==> src/rtl/sync_edge_filter.sv <==
// sync_edge_filter
// Consumes an already-synchronized 1-bit signal. Glitches shorter than
// FILTER_LEN cycles are suppressed, a filtered level and one-cycle edge
// pulses are produced, and the selected edges are accumulated into a
// saturating event count. That count is handed downstream over a
// valid/ready channel. Events arriving while the consumer stalls are held
// in a side accumulator, so nothing is lost until that accumulator
// saturates, and the loss is then flagged in the snapshot.
module sync_edge_filter #(
    parameter int FILTER_LEN = 4,   // 1..255
    parameter int CNT_W      = 8,   // 2..16
    parameter int EDGE_SEL   = 0    // 0 rising, 1 falling, 2 both
) (
    input  logic             clk,
    input  logic             rst_n,
    input  logic             d_sync,
    output logic             level,
    output logic             rise,
    output logic             fall,
    output logic             evt_valid,
    input  logic             evt_ready,
    output logic [CNT_W-1:0] evt_count,
    output logic             evt_ovf
);

    // The stability counter only has to reach FILTER_LEN-1. With
    // FILTER_LEN=1 it never leaves 0, but one bit keeps the vector legal.
    localparam int STAB_W = (FILTER_LEN > 1) ? $clog2(FILTER_LEN) : 1;
    localparam logic [STAB_W-1:0] STAB_LAST = STAB_W'(FILTER_LEN - 1);
    localparam logic [CNT_W-1:0]  CNT_MAX   = '1;

    // ------------------------------------------------------------------
    // Filter state
    // ------------------------------------------------------------------
    logic [STAB_W-1:0] stab_q, stab_d;
    logic              level_q, level_d;
    logic              rise_q, rise_d;
    logic              fall_q, fall_d;

    // Event channel state
    logic [CNT_W-1:0]  acc_q, acc_d;
    logic              acc_ovf_q, acc_ovf_d;
    logic              evt_valid_q, evt_valid_d;
    logic [CNT_W-1:0]  evt_count_q, evt_count_d;
    logic              evt_ovf_q, evt_ovf_d;

    // Derived event-channel terms
    logic              ev;
    logic              acc_at_max;
    logic [CNT_W-1:0]  sum;
    logic              sat;
    logic              chan_free;

    // Filter next state: count consecutive disagreeing samples and adopt
    // the new value once it has disagreed for FILTER_LEN edges in a row.
    always_comb begin
        stab_d  = stab_q;
        level_d = level_q;
        rise_d  = 1'b0;
        fall_d  = 1'b0;
        if (d_sync == level_q) begin
            stab_d = '0;
        end else if (stab_q == STAB_LAST) begin
            level_d = d_sync;
            stab_d  = '0;
            rise_d  = d_sync;
            fall_d  = ~d_sync;
        end else begin
            stab_d = stab_q + STAB_W'(1);
        end
    end

    // Edge selection is fixed at elaboration, so only one path is built.
    generate
        if (EDGE_SEL == 0) begin : g_sel_rise
            assign ev = rise_q;
        end else if (EDGE_SEL == 1) begin : g_sel_fall
            assign ev = fall_q;
        end else begin : g_sel_both
            assign ev = rise_q | fall_q;
        end
    endgenerate

    // Saturating add of the current event into the side accumulator. Once
    // the accumulator is at max, any further event sets the lost-event flag.
    always_comb begin
        acc_at_max = (acc_q == CNT_MAX);
        if (ev && acc_at_max) begin
            sum = CNT_MAX;
        end else begin
            sum = acc_q + CNT_W'(ev);
        end
        sat       = acc_ovf_q | (ev & acc_at_max);
        chan_free = ~evt_valid_q | evt_ready;
    end

    // Channel next state: publish the running total whenever the output
    // register is free. Otherwise keep accumulating behind the stalled
    // snapshot. An event arriving on an accept edge is part of sum, so it
    // lands in the new snapshot and is never counted twice.
    always_comb begin
        acc_d       = acc_q;
        acc_ovf_d   = acc_ovf_q;
        evt_valid_d = evt_valid_q;
        evt_count_d = evt_count_q;
        evt_ovf_d   = evt_ovf_q;
        if (chan_free) begin
            if (sum != '0) begin
                evt_count_d = sum;
                evt_ovf_d   = sat;
                evt_valid_d = 1'b1;
                acc_d       = '0;
                acc_ovf_d   = 1'b0;
            end else begin
                evt_valid_d = 1'b0;
            end
        end else begin
            acc_d     = sum;
            acc_ovf_d = sat;
        end
    end

    // Filter registers. An asynchronous reset restarts the stability count.
    always_ff @(posedge clk or negedge rst_n) begin
        if (!rst_n) begin
            stab_q  <= '0;
            level_q <= 1'b0;
            rise_q  <= 1'b0;
            fall_q  <= 1'b0;
        end else begin
            stab_q  <= stab_d;
            level_q <= level_d;
            rise_q  <= rise_d;
            fall_q  <= fall_d;
        end
    end

    // Event channel registers. Reset discards pending and accumulated events.
    always_ff @(posedge clk or negedge rst_n) begin
        if (!rst_n) begin
            acc_q       <= '0;
            acc_ovf_q   <= 1'b0;
            evt_valid_q <= 1'b0;
            evt_count_q <= '0;
            evt_ovf_q   <= 1'b0;
        end else begin
            acc_q       <= acc_d;
            acc_ovf_q   <= acc_ovf_d;
            evt_valid_q <= evt_valid_d;
            evt_count_q <= evt_count_d;
            evt_ovf_q   <= evt_ovf_d;
        end
    end

    assign level     = level_q;
    assign rise      = rise_q;
    assign fall      = fall_q;
    assign evt_valid = evt_valid_q;
    assign evt_count = evt_count_q;
    assign evt_ovf   = evt_ovf_q;

    // Simulation-time sanity properties. Synthesis ignores these.
    a_no_dual_edge : assert property (@(posedge clk) disable iff (!rst_n)
        !(rise && fall));

    a_stall_stable : assert property (@(posedge clk) disable iff (!rst_n)
        (evt_valid && !evt_ready) |=>
            (evt_valid && $stable(evt_count) && $stable(evt_ovf)));

endmodule
==> config.mk <==
export PLATFORM = sky130hd
export DESIGN_NAME = sync_edge_filter
export DESIGN_NICKNAME = d
export VERILOG_FILES = /design/src/rtl/sync_edge_filter.sv
export SDC_FILE = /design/constraint.sdc
export NUM_CORES = 1
export LEC_CHECK = 0
export ABC_AREA = 0
export CORE_MARGIN = 4
export CORE_UTILIZATION = 57
export DETAILED_ROUTE_END_ITERATION = 12
export PLACE_DENSITY = 0.91
export SYNTH_ARGS = -nofsm -noshare
export SYNTH_HDL_FRONTEND = slang
export SYNTH_SLANG_ARGS = --single-unit
==> constraint.sdc <==
create_clock -name clk -period 3.2 [get_ports clk]
set_input_delay 0.64 -clock clk [delete_from_list [all_inputs] [get_ports clk]]
set_output_delay 0.64 -clock clk [all_outputs]
set_load 0.005 [all_outputs]
==> results of run 1 <==
## worst register-to-register path, stage by stage (launching register included)
cell and delay, ns:
dfrtp_1 0.40, ha_1 0.24, ha_1 0.25, and2_1 0.19
a21oi_1 0.07, o32ai_1 0.45, a31o_1 0.58, mux2_4 0.35
## logic make-up after synthesis
group / after synthesis / synth area share, %
multiplexers: 8 / 8.664
flip-flops: 24 / 48.93
AND/OR/NAND/NOR: 39 / 18.35
XOR/XNOR: 3 / 2.141
AO/OA/AOI/OAI: 27 / 16.11
adder cells (fa/ha/maj): 3 / 3.058
buffers and inverters: 7 / 2.752
## through the flow
stage | util [%] | setup WS, ns | area (um2) | std cells
floorplan | - | 0.9709 | 1227 | 111
global placement | 70.81 | 0.7057 | 1418 | 153
detailed placement | 70.81 | 0.6128 | 1418 | 153
CTS | 72.63 | 0.6005 | 1454 | 157
global route | 72.63 | 0.3702 | 1454 | 157
finish | 72.63 | 0.5701 | 1454 | 157
## cells in the mapped netlist
library cell  number
a211oi_1           1
a21o_1             1
a21oi_1            6
a221oi_1           1
a2bb2oi_2          1
a31o_1             1
a31oi_1            2
and2_1             1
and2_2             1
and3_1             4
and3_2             1
and3b_1            2
and4_4             1
buf_1              2
buf_6              1
dfrtp_1           24
ha_1               3
inv_1              4
mux2_2             1
mux2_4             5
mux2i_1            2
nand2_1           10
nand2b_1           3
nand3_1            5
nand4_1            1
nand4_2            1
nor2_1             4
nor2b_1            2
nor3_1             1
o21a_1             2
o21ai_0            2
o221a_2            2
o22ai_1            4
o2bb2ai_1          3
o32ai_1            1
or2_2              1
or4_4              1
xnor2_1            3
## sequential cells by signal, indices dropped and copies added, names as in the netlist
register	cells
fall	1
rise	1
evt_valid	1
evt_ovf	1
acc_q	8
acc_ovf_q	1
evt_count	8
stab_q	2
level	1
## per-layer routing
layer	part of all wire (%)	track usage, %	up-vias
li1	-	-	447
met1	41	27.13	476
met2	48	33.86	49
met3	7.8	5.450	9
met4	2.4	14.52	0
met5	0	0	-
## cells in the final DEF, fill, tap and decap left out, types with 4 or more instances in the layout
master           count
and3_1               4
mux2_4               5
nand2_1             10
a21oi_1              6
dfrtp_1             24
nand3_1              5
clkdlybuf4s50_1     16
nor2_1               4
o22ai_1              4
inv_1                4
## cell type report
cell class | count | area (um2) | share of cell area [%]
Multi-Input combinational cell | 80 | 593.1 | 40.79
Tap cell | 27 | 33.78 | 2.324
Sequential cell | 24 | 600.6 | 41.31
Inverter | 4 | 15.01 | 1.033
Clock buffer | 4 | 36.28 | 2.496
Timing Repair Buffer | 18 | 175.2 | 12.05
## power groups by stage
stage | sequential (mW) | combinational [mW] | clock, mW
global placement | 0.383 | 0.229 | 0
floorplan | 0.386 | 0.135 | 0
detailed placement | 0.387 | 0.234 | 0
global route | 0.389 | 0.257 | 0.181
CTS | 0.382 | 0.236 | 0.166
finish | 0.382 | 0.235 | 0.165
## path summary, 6_finish.rpt
check / slack, ns / cells past startpoint / to / startpoint
hold reg to reg: 0.47 / 1 / stab_q[0] / stab_q[0]
setup reg to reg: 0.57 / 7 / evt_count[1] / rise
min in group asynchronous: 0.66 / 2 / acc_q[4] / rst_n
hold / removal: 0.47 / 1 / stab_q[0] / stab_q[0]
max in group asynchronous: 2.31 / 2 / evt_count[0] / rst_n
setup / recovery: 0.57 / 7 / evt_count[1] / rise
==> flow_metrics.py, run 1 <==
metrics = {
    "outcome": {
        "run_status": "complete, no violations",
    },
    "worst_setup_path": {
        "worstPathRequired_ns": 3.42,
        "critPathMaxFanout": 10,
        "critical_path.endpoint_type": "register",
        "timing.critical_path.buf_inv": 0,
        "cell_by_cell_trace_of_the_critical_path": "ha_1 > ha_1 > and2_1 > a21oi_1 > o32ai_1 > a31o_1 > mux2_4",
        "max_stage_delay_ns": 0.58,
        "critPathLaunchType": "register",
        "arrival_time_reported_for_the_critical_path_endpoint_ns": 2.85,
        "top_family_by_delay_on_critical_path": "compound AO/OA/AOI/OAI gates",
        "cpMostUsedCell": "ha_1",
        "crit_slowest_cell": "a31o_1",
        "crit_type": "register to register",
    },
    "sta": {
        "report.final.hold_viol_count": 0,
        "final.hold.worst_slack_ns": 0.4721,
        "report.final.setup_viol": 0,
        "timing.clock.skew_ns": 0.004417,
        "worst-slew-pin-transition_ns": 0.5628,
        "slew_viol_final": 0,
        "worst_case_headroom_to_the_max_slew_limit_pct": 62.48,
        "final_min_period_over_clock_period_pct": 82.19,
        "fin_crit_ns": 2.630,
        "fin_tns_setup_ns": 0,
        "rsz0062_at_grt": "no",
        "maxClockFrequency_ghz": 0.3802,
    },
    "placement": {
        "port-buffer-count": 16,
        "gpl.final_weighted_congestion": 0.9118,
        "dp_hpwl_um": 1943,
    },
    "global_route": {
        "grt_start_max_net_pins": 25,
        "grt_pass1_vias": 982,
        "grt_overflow": 0,
        "grt_first_pass_wirelength_um": 4547,
        "antenna_found_initial": 0,
        "track_usage_pct": 21.98,
    },
    "logic_synthesis": {
        "yosys_warnings": 0,
        "synthDominantCellAreaShare_pct": 48.93,
        "synthesis.area_mm2": 0.001227,
        "number_of_unique_standard_cell_types_used_by_synthesis": 38,
        "synth-seq-cells": 24,
        "post-synth-top-area-cell": "dfrtp_1",
        "synth_area_per_cell_um2": 11.06,
        "synth_seq_area_share_pct": 48.93,
        "syn-instance-count": 111,
        "post_synth_main_area_contributors": "dfrtp_1 (49%), mux2_4 (6.1%), ha_1 (3.1%)",
        "synthesis.nets": 118,
    },
    "cts": {
        "cts_tree": "done",
        "cts_root_buffer": "clkbuf_4",
        "cts.sinks": 24,
        "number_of_clock_buffers_inserted_by_tritoncts": 3,
        "clkLatencyLatePin_ns": 0.32,
        "cts_hold_repair_buffers": 0,
        "ctsLongestPathBuffers": 2,
        "clkSlewWorstSetupHoldPaths_ns": 0.13,
        "number_of_buffers_inserted_by_post_cts_setup_repair": 0,
        "htreeDepth": 1,
        "number_of_gates_resized_after_cts": 0,
    },
    "drt": {
        "drt-pass1-iter-count": 4,
        "initialDrtViolationCount": 37,
        "detail_route.wirelength_um": 2714,
        "route.detailed.vias_per_inst": 6.248,
        "drc": 0,
        "routedWlPerCell_um": 17.29,
        "vias": 981,
        "postRouteAntennaNets": 0,
    },
    "floorplanning": {
        "die-height_um": 54.41,
        "die_w_um": 54.41,
        "pin_count": 17,
        "dieArea_mm2": 0.002960,
        "area_of_the_core_mm2": 0.002002,
        "initial_core_util_pct": 61.31,
        "placementRows": 16,
    },
    "power_and_ir_drop": {
        "power.internal_mw": 0.5491,
        "leakage_power_nw": 0.7018,
        "clock_power_share_pct": 21.1,
        "ir_worst_vdd_mv": 0.4319,
        "p_switching_mw": 0.2324,
        "power.share.switching_pct": 29.74,
        "finalPower_mw": 0.7815,
        "p_per_area_mw_per_mm2": 537.5,
        "power.share.combinational_pct": 30.1,
        "seq_power_share_pct": 48.9,
    },
    "cells_and_area": {
        "layout.filler_cells": 149,
        "area.growth.synth_to_final_pct": 18.45,
        "n_antenna_cell": 0,
        "nNetsFinal": 138,
        "final_layout_size_suffix_gt1_share_pct": 16.15,
    },
    "min_path": {
        "holdCritPathClass": "register to register",
    },
    "job": {
        "cap_violations": 0,
    },
}
Note: power is estimated with default switching activity, not from simulation.
==> inputs of run 2 (changes only) <==
- CORE_UTILIZATION: 57 -> 53
- PLACE_DENSITY: 0.91 -> 0.86
- clock period: 3.2 -> 2.7 ns (I/O delays scaled with it)
==> run 2 against run 1 <==
Effect of this change: design area up 1.1%; die area increased by 6.4%; sequential power grew 18%; highest routed layer unchanged; critical path type unchanged; utilization fell by 6.2 points; first-iteration DRC count shrank 24%; critical endpoint unchanged; combinational power up 22%; cell count grew 1.9%; hold slack got worse by 0.018 ns.
==> flow_metrics.py, run 2 (synthesized netlist as in run 1, its figures left out) <==
metrics = {
    "cells_and_area": {
        "layout.cells.most_common": "dfrtp_1",
        "n_antenna_cell": 0,
        "layout.cells.most_common_list": "dfrtp_1 (24), clkdlybuf4s50_1 (16), nand2_1 (10)",
        "nNetsFinal": 140,
        "final_layout_size_suffix_gt1_share_pct": 18.18,
        "finalCoreUtilization_pct": 66.46,
        "area.growth.synth_to_final_pct": 19.78,
    },
    "global_route": {
        "grt_overflow": 0,
        "grt_first_pass_wirelength_um": 4436,
        "grt_start_max_net_pins": 25,
        "antenna_found_initial": 0,
        "grt_pass1_vias": 1000,
        "track_usage_pct": 17.33,
    },
    "sta": {
        "worst_case_headroom_to_the_max_slew_limit_pct": 72.43,
        "rsz0062_at_grt": "no",
        "timing.clock.skew_ns": 0.004056,
        "report.final.hold_viol_count": 0,
        "report.final.setup_viol": 0,
        "fin_crit_ns": 2.430,
        "slew_viol_final": 0,
        "final_min_period_over_clock_period_pct": 90.02,
        "maxClockFrequency_ghz": 0.4115,
        "fin_tns_setup_ns": 0,
        "worst-slew-pin-transition_ns": 0.4135,
    },
    "floorplanning": {
        "area_of_the_core_mm2": 0.002212,
        "die_w_um": 56.13,
        "pin_count": 17,
        "initial_core_util_pct": 55.49,
        "placementRows": 17,
        "die-height_um": 56.13,
        "dieArea_mm2": 0.003150,
    },
    "cts": {
        "htreeDepth": 1,
        "number_of_clock_buffers_inserted_by_tritoncts": 3,
        "clkLatencyLatePin_ns": 0.31,
        "cts_hold_repair_buffers": 0,
        "ctsLongestPathBuffers": 2,
        "clkSlewWorstSetupHoldPaths_ns": 0.13,
        "number_of_gates_resized_after_cts": 0,
        "number_of_buffers_inserted_by_post_cts_setup_repair": 0,
        "cts.sinks": 24,
        "cts_root_buffer": "clkbuf_4",
        "cts_tree": "done",
    },
    "worst_setup_path": {
        "critical_path.endpoint_type": "register",
        "worst_r2r_setup_slack_ns": 0.27,
        "critPathMaxFanout": 8,
        "rr_startpoint": "rise",
        "reg2regPathDepth": 7,
        "cell_by_cell_trace_of_the_critical_path": "ha_1 > ha_1 > and3_2 > a31oi_1 > a2bb2oi_2 > a31o_2 > mux2_4",
        "critPathLaunch": "rise",
        "timing.critical_path.buf_inv": 0,
        "worstPathRequired_ns": 2.91,
        "top_family_by_delay_on_critical_path": "compound AO/OA/AOI/OAI gates",
        "cpMostUsedCell": "ha_1",
        "crit_slowest_cell": "dfrtp_1",
        "arrival_time_reported_for_the_critical_path_endpoint_ns": 2.64,
        "worst_setup_path_endpoint": "evt_count[1]",
        "critPathLaunchType": "register",
        "r2r_end": "evt_count[1]",
        "crit_type": "register to register",
        "max_stage_delay_ns": 0.42,
        "cp_num_cells": 7,
    },
    "min_path": {
        "hold_path_depth": 1,
        "holdCritPathClass": "register to register",
    },
    "power_and_ir_drop": {
        "power.share.switching_pct": 28.95,
        "leakage_power_nw": 0.7104,
        "p_switching_mw": 0.2681,
        "power.internal_mw": 0.6580,
        "finalPower_mw": 0.9260,
        "clock_power_share_pct": 20.6,
        "ir_worst_vdd_mv": 0.5791,
        "seq_power_share_pct": 48.6,
        "p_per_area_mw_per_mm2": 629.9,
        "power.share.combinational_pct": 30.9,
    },
    "drt": {
        "initialDrtViolationCount": 28,
        "routedWlPerCell_um": 15.61,
        "drt-pass1-iter-count": 6,
        "vias": 970,
        "route.detailed.vias_per_inst": 6.063,
        "postRouteAntennaNets": 0,
        "drc": 0,
        "detail_route.wirelength_um": 2498,
    },
    "outcome": {
        "run_status": "complete, no violations",
    },
    "placement": {
        "dp_hpwl_um": 1863,
        "port-buffer-count": 16,
        "gpl.final_weighted_congestion": 0.9726,
    },
    "job": {
        "cap_violations": 0,
    },
}
-- run 2: cell count changes in the layout (fill, tap and decap cells not counted), sizes merged --
cell / delta
buf: +2
-- run 2: area by class of cell --
| cell class | instances | area (um2) |
|---|---|---|
| Multi-Input combinational cell | 80 | 593.1 |
| Sequential cell | 24 | 600.6 |
| Inverter | 4 | 15.01 |
| Timing Repair Buffer | 20 | 190.2 |
| Tap cell | 28 | 35.03 |
| Clock buffer | 4 | 36.28 |
| Fill cell | 170 | 742.0 |
-- run 2: worst min path at each step --
| stage | start | end | slack (ns) |
|---|---|---|---|
| finish | stab_q[0] | stab_q[0] | 0.45 |
| global route | stab_q[0] | stab_q[0] | 0.47 |
| CTS | stab_q[0] | stab_q[0] | 0.45 |
| detailed placement | stab_q[0] | stab_q[0] | 0.44 |
| global placement | stab_q[0] | stab_q[0] | 0.43 |
| floorplan | rst_n | acc_ovf_q | 0.24 |
-- run 2: stage by stage --
step | hold slack, ns | area, um2 | worst slack (ns) | std cells
floorplan | 0.2444 | 1227 | 0.4709 | 111
global placement | 0.4255 | 1434 | 0.2555 | 156
detailed placement | 0.4356 | 1434 | 0.1276 | 156
CTS | 0.4536 | 1470 | 0.1025 | 160
global route | 0.4734 | 1470 | 0.08256 | 160
finish | 0.4537 | 1470 | 0.2696 | 160
-- run 2: worst reg2reg max path: stages, from the launching register on --
cell       delay, ns
dfrtp_1         0.42
ha_1            0.25
ha_1            0.24
and3_2          0.26
a31oi_1         0.25
a2bb2oi_2       0.21
a31o_2          0.36
mux2_4          0.34
-- run 2: routing by layer --
| metal | up-vias | routed length (um) | track usage [%] |
|---|---|---|---|
| met5 | - | 0 | 0 |
| met4 | 0 | 36 | 7.119 |
| met3 | 6 | 177 | 3.016 |
| met2 | 42 | 1213 | 28.55 |
| met1 | 469 | 1070 | 22.39 |
| li1 | 453 | - | - |
-- run 2: power groups by stage --
stage | logic, mW | clock network, mW | registers (mW)
floorplan | 0.160 | 0 | 0.457
global placement | 0.280 | 0 | 0.454
detailed placement | 0.287 | 0 | 0.458
CTS | 0.290 | 0.195 | 0.451
global route | 0.319 | 0.204 | 0.458
finish | 0.286 | 0.190 | 0.450
==> inputs of run 3 (changes only) <==
- CORE_UTILIZATION: 53 -> 57
- PLACE_DENSITY: 0.86 -> 0.91
- clock period: 2.7 -> 3.1 ns (I/O delays scaled with it)
==> run 3 against run 2 <==
Effect of this change: largest cell class unchanged; global-route usage grew 4.5 points; hold slack gained 0.017 ns; register-to-register slack gained 0.12 ns.
==> flow_metrics.py, run 3 (synthesized netlist as in run 1, its figures left out) <==
metrics = {
    "sta": {
        "report.final.setup_viol": 0,
        "final_min_period_over_clock_period_pct": 87.38,
        "maxClockFrequency_ghz": 0.3692,
        "final.hold.worst_slack_ns": 0.4710,
        "fin_tns_setup_ns": 0,
        "rsz0062_at_grt": "no",
        "slew_viol_final": 0,
        "fin_crit_ns": 2.709,
        "worst_case_headroom_to_the_max_slew_limit_pct": 60.84,
        "report.final.hold_viol_count": 0,
        "worst-slew-pin-transition_ns": 0.5856,
        "timing.clock.skew_ns": 0.002018,
    },
    "worst_setup_path": {
        "timing.critical_path.buf_inv": 0,
        "critPathMaxFanout": 10,
        "crit_type": "register to register",
        "cell_by_cell_trace_of_the_critical_path": "ha_1 > ha_1 > and2_1 > a21oi_1 > o32ai_1 > a31o_1 > mux2_4",
        "arrival_time_reported_for_the_critical_path_endpoint_ns": 2.93,
        "max_stage_delay_ns": 0.59,
        "critical_path.endpoint_type": "register",
        "crit_slowest_cell": "a31o_1",
        "critPathLaunchType": "register",
        "worstPathRequired_ns": 3.32,
        "cpMostUsedCell": "ha_1",
        "top_family_by_delay_on_critical_path": "compound AO/OA/AOI/OAI gates",
    },
    "global_route": {
        "grt_start_max_net_pins": 25,
        "grt_use_met2_pct": 34.86,
        "grt_pass1_vias": 965,
        "global_route.usage.met3_pct": 4.087,
        "track_usage_pct": 21.81,
        "antenna_found_initial": 0,
        "met1_usage_in_global_routing_pct": 28.17,
        "grt_overflow": 0,
        "grt_first_pass_wirelength_um": 4533,
        "gr-max-usage-layer": "met2",
    },
    "cells_and_area": {
        "layout.cells.most_common_list": "dfrtp_1 (24), clkdlybuf4s50_1 (16), nand2_1 (10)",
        "finalCoreUtilization_pct": 72.63,
        "nNetsFinal": 138,
        "layout.cells.most_common": "dfrtp_1",
        "n_antenna_cell": 0,
        "layout.filler_cells": 140,
        "area.growth.synth_to_final_pct": 18.45,
        "final_layout_size_suffix_gt1_share_pct": 16.15,
        "stdcell_area_mm2": 0.001454,
    },
    "min_path": {
        "holdCritPathClass": "register to register",
    },
    "placement": {
        "dpl_cell_area_mm2": 0.001418,
        "port-buffer-count": 16,
        "dp_hpwl_um": 1964,
        "gpl.final_weighted_congestion": 0.9119,
    },
    "power_and_ir_drop": {
        "p_per_area_mw_per_mm2": 555.8,
        "power.internal_mw": 0.5669,
        "p_switching_mw": 0.2412,
        "power.share.switching_pct": 29.85,
        "power.share.combinational_pct": 30.2,
        "clock_power_share_pct": 20.9,
        "leakage_power_nw": 0.7018,
        "seq_power_share_pct": 48.9,
        "ir_worst_vdd_mv": 0.4131,
    },
    "floorplanning": {
        "area_of_the_core_mm2": 0.002002,
        "die-height_um": 54.41,
        "placementRows": 16,
        "initial_core_util_pct": 61.31,
        "dieArea_mm2": 0.002960,
        "pin_count": 17,
        "die_w_um": 54.41,
    },
    "drt": {
        "routedWlPerCell_um": 17.80,
        "route.detailed.vias_per_inst": 6.554,
        "drt-pass1-iter-count": 5,
        "drc": 0,
        "detail_route.wirelength_um": 2795,
        "vias": 1029,
        "postRouteAntennaNets": 0,
        "initialDrtViolationCount": 71,
    },
    "cts": {
        "clkLatencyLatePin_ns": 0.32,
        "cts_root_buffer": "clkbuf_4",
        "cts_tree": "done",
        "number_of_buffers_inserted_by_post_cts_setup_repair": 0,
        "cts_hold_repair_buffers": 0,
        "cts.sinks": 24,
        "number_of_clock_buffers_inserted_by_tritoncts": 3,
        "clkSlewWorstSetupHoldPaths_ns": 0.13,
        "htreeDepth": 1,
        "number_of_gates_resized_after_cts": 0,
        "ctsLongestPathBuffers": 2,
    },
    "job": {
        "cap_violations": 0,
    },
    "outcome": {
        "run_status": "complete, no violations",
    },
}
-- run 3: cell types whose count changed in the layout (fill, tap and decap cells not counted), sizes merged --
cell,delta
buf,-2
-- run 3: area by class of cell --
class	instances	area, um2	share of cell area, %
clock buffers	4	36.28	2.496
inverters	4	15.01	1.033
multi-input cells	80	593.1	40.79
flip-flops and latches	24	600.6	41.31
well taps	27	33.78	2.324
repair buffers	18	175.2	12.05
-- run 3: power by group through the flow --
stage | clock network [mW] | registers [mW] | logic (mW)
floorplan | 0 | 0.398 | 0.139
global placement | 0 | 0.395 | 0.236
detailed placement | 0 | 0.400 | 0.242
CTS | 0.170 | 0.395 | 0.245
global route | 0.186 | 0.402 | 0.265
finish | 0.169 | 0.395 | 0.244
-- run 3: routing by layer --
metal | vias to the layer above | share of wire [%]
met2 | 60 | 51
met5 | - | 0
met3 | 15 | 7.9
li1 | 447 | -
met1 | 507 | 39
met4 | 0 | 2.6
-- run 3: worst paths after layout --
path                       startpoint            to  depth (start not counted)  slack [ns]
setup / recovery                 rise  evt_count[1]                          7        0.39
hold / removal              stab_q[0]     stab_q[0]                          1        0.47
setup reg to reg                 rise  evt_count[1]                          7        0.39
hold reg to reg             stab_q[0]     stab_q[0]                          1        0.47
max in group asynchronous       rst_n     stab_q[1]                          2        2.23
min in group asynchronous       rst_n  evt_count[3]                          2        0.64
-- run 3: stage by stage --
stage	setup WS [ns]	power [mW]	instances
finish	0.3912	0.8081	157
detailed placement	0.5068	0.6412	153
global placement	0.6057	0.6314	153
CTS	0.4679	0.8099	157
global route	0.2540	0.8534	157
floorplan	0.8709	0.5371	111
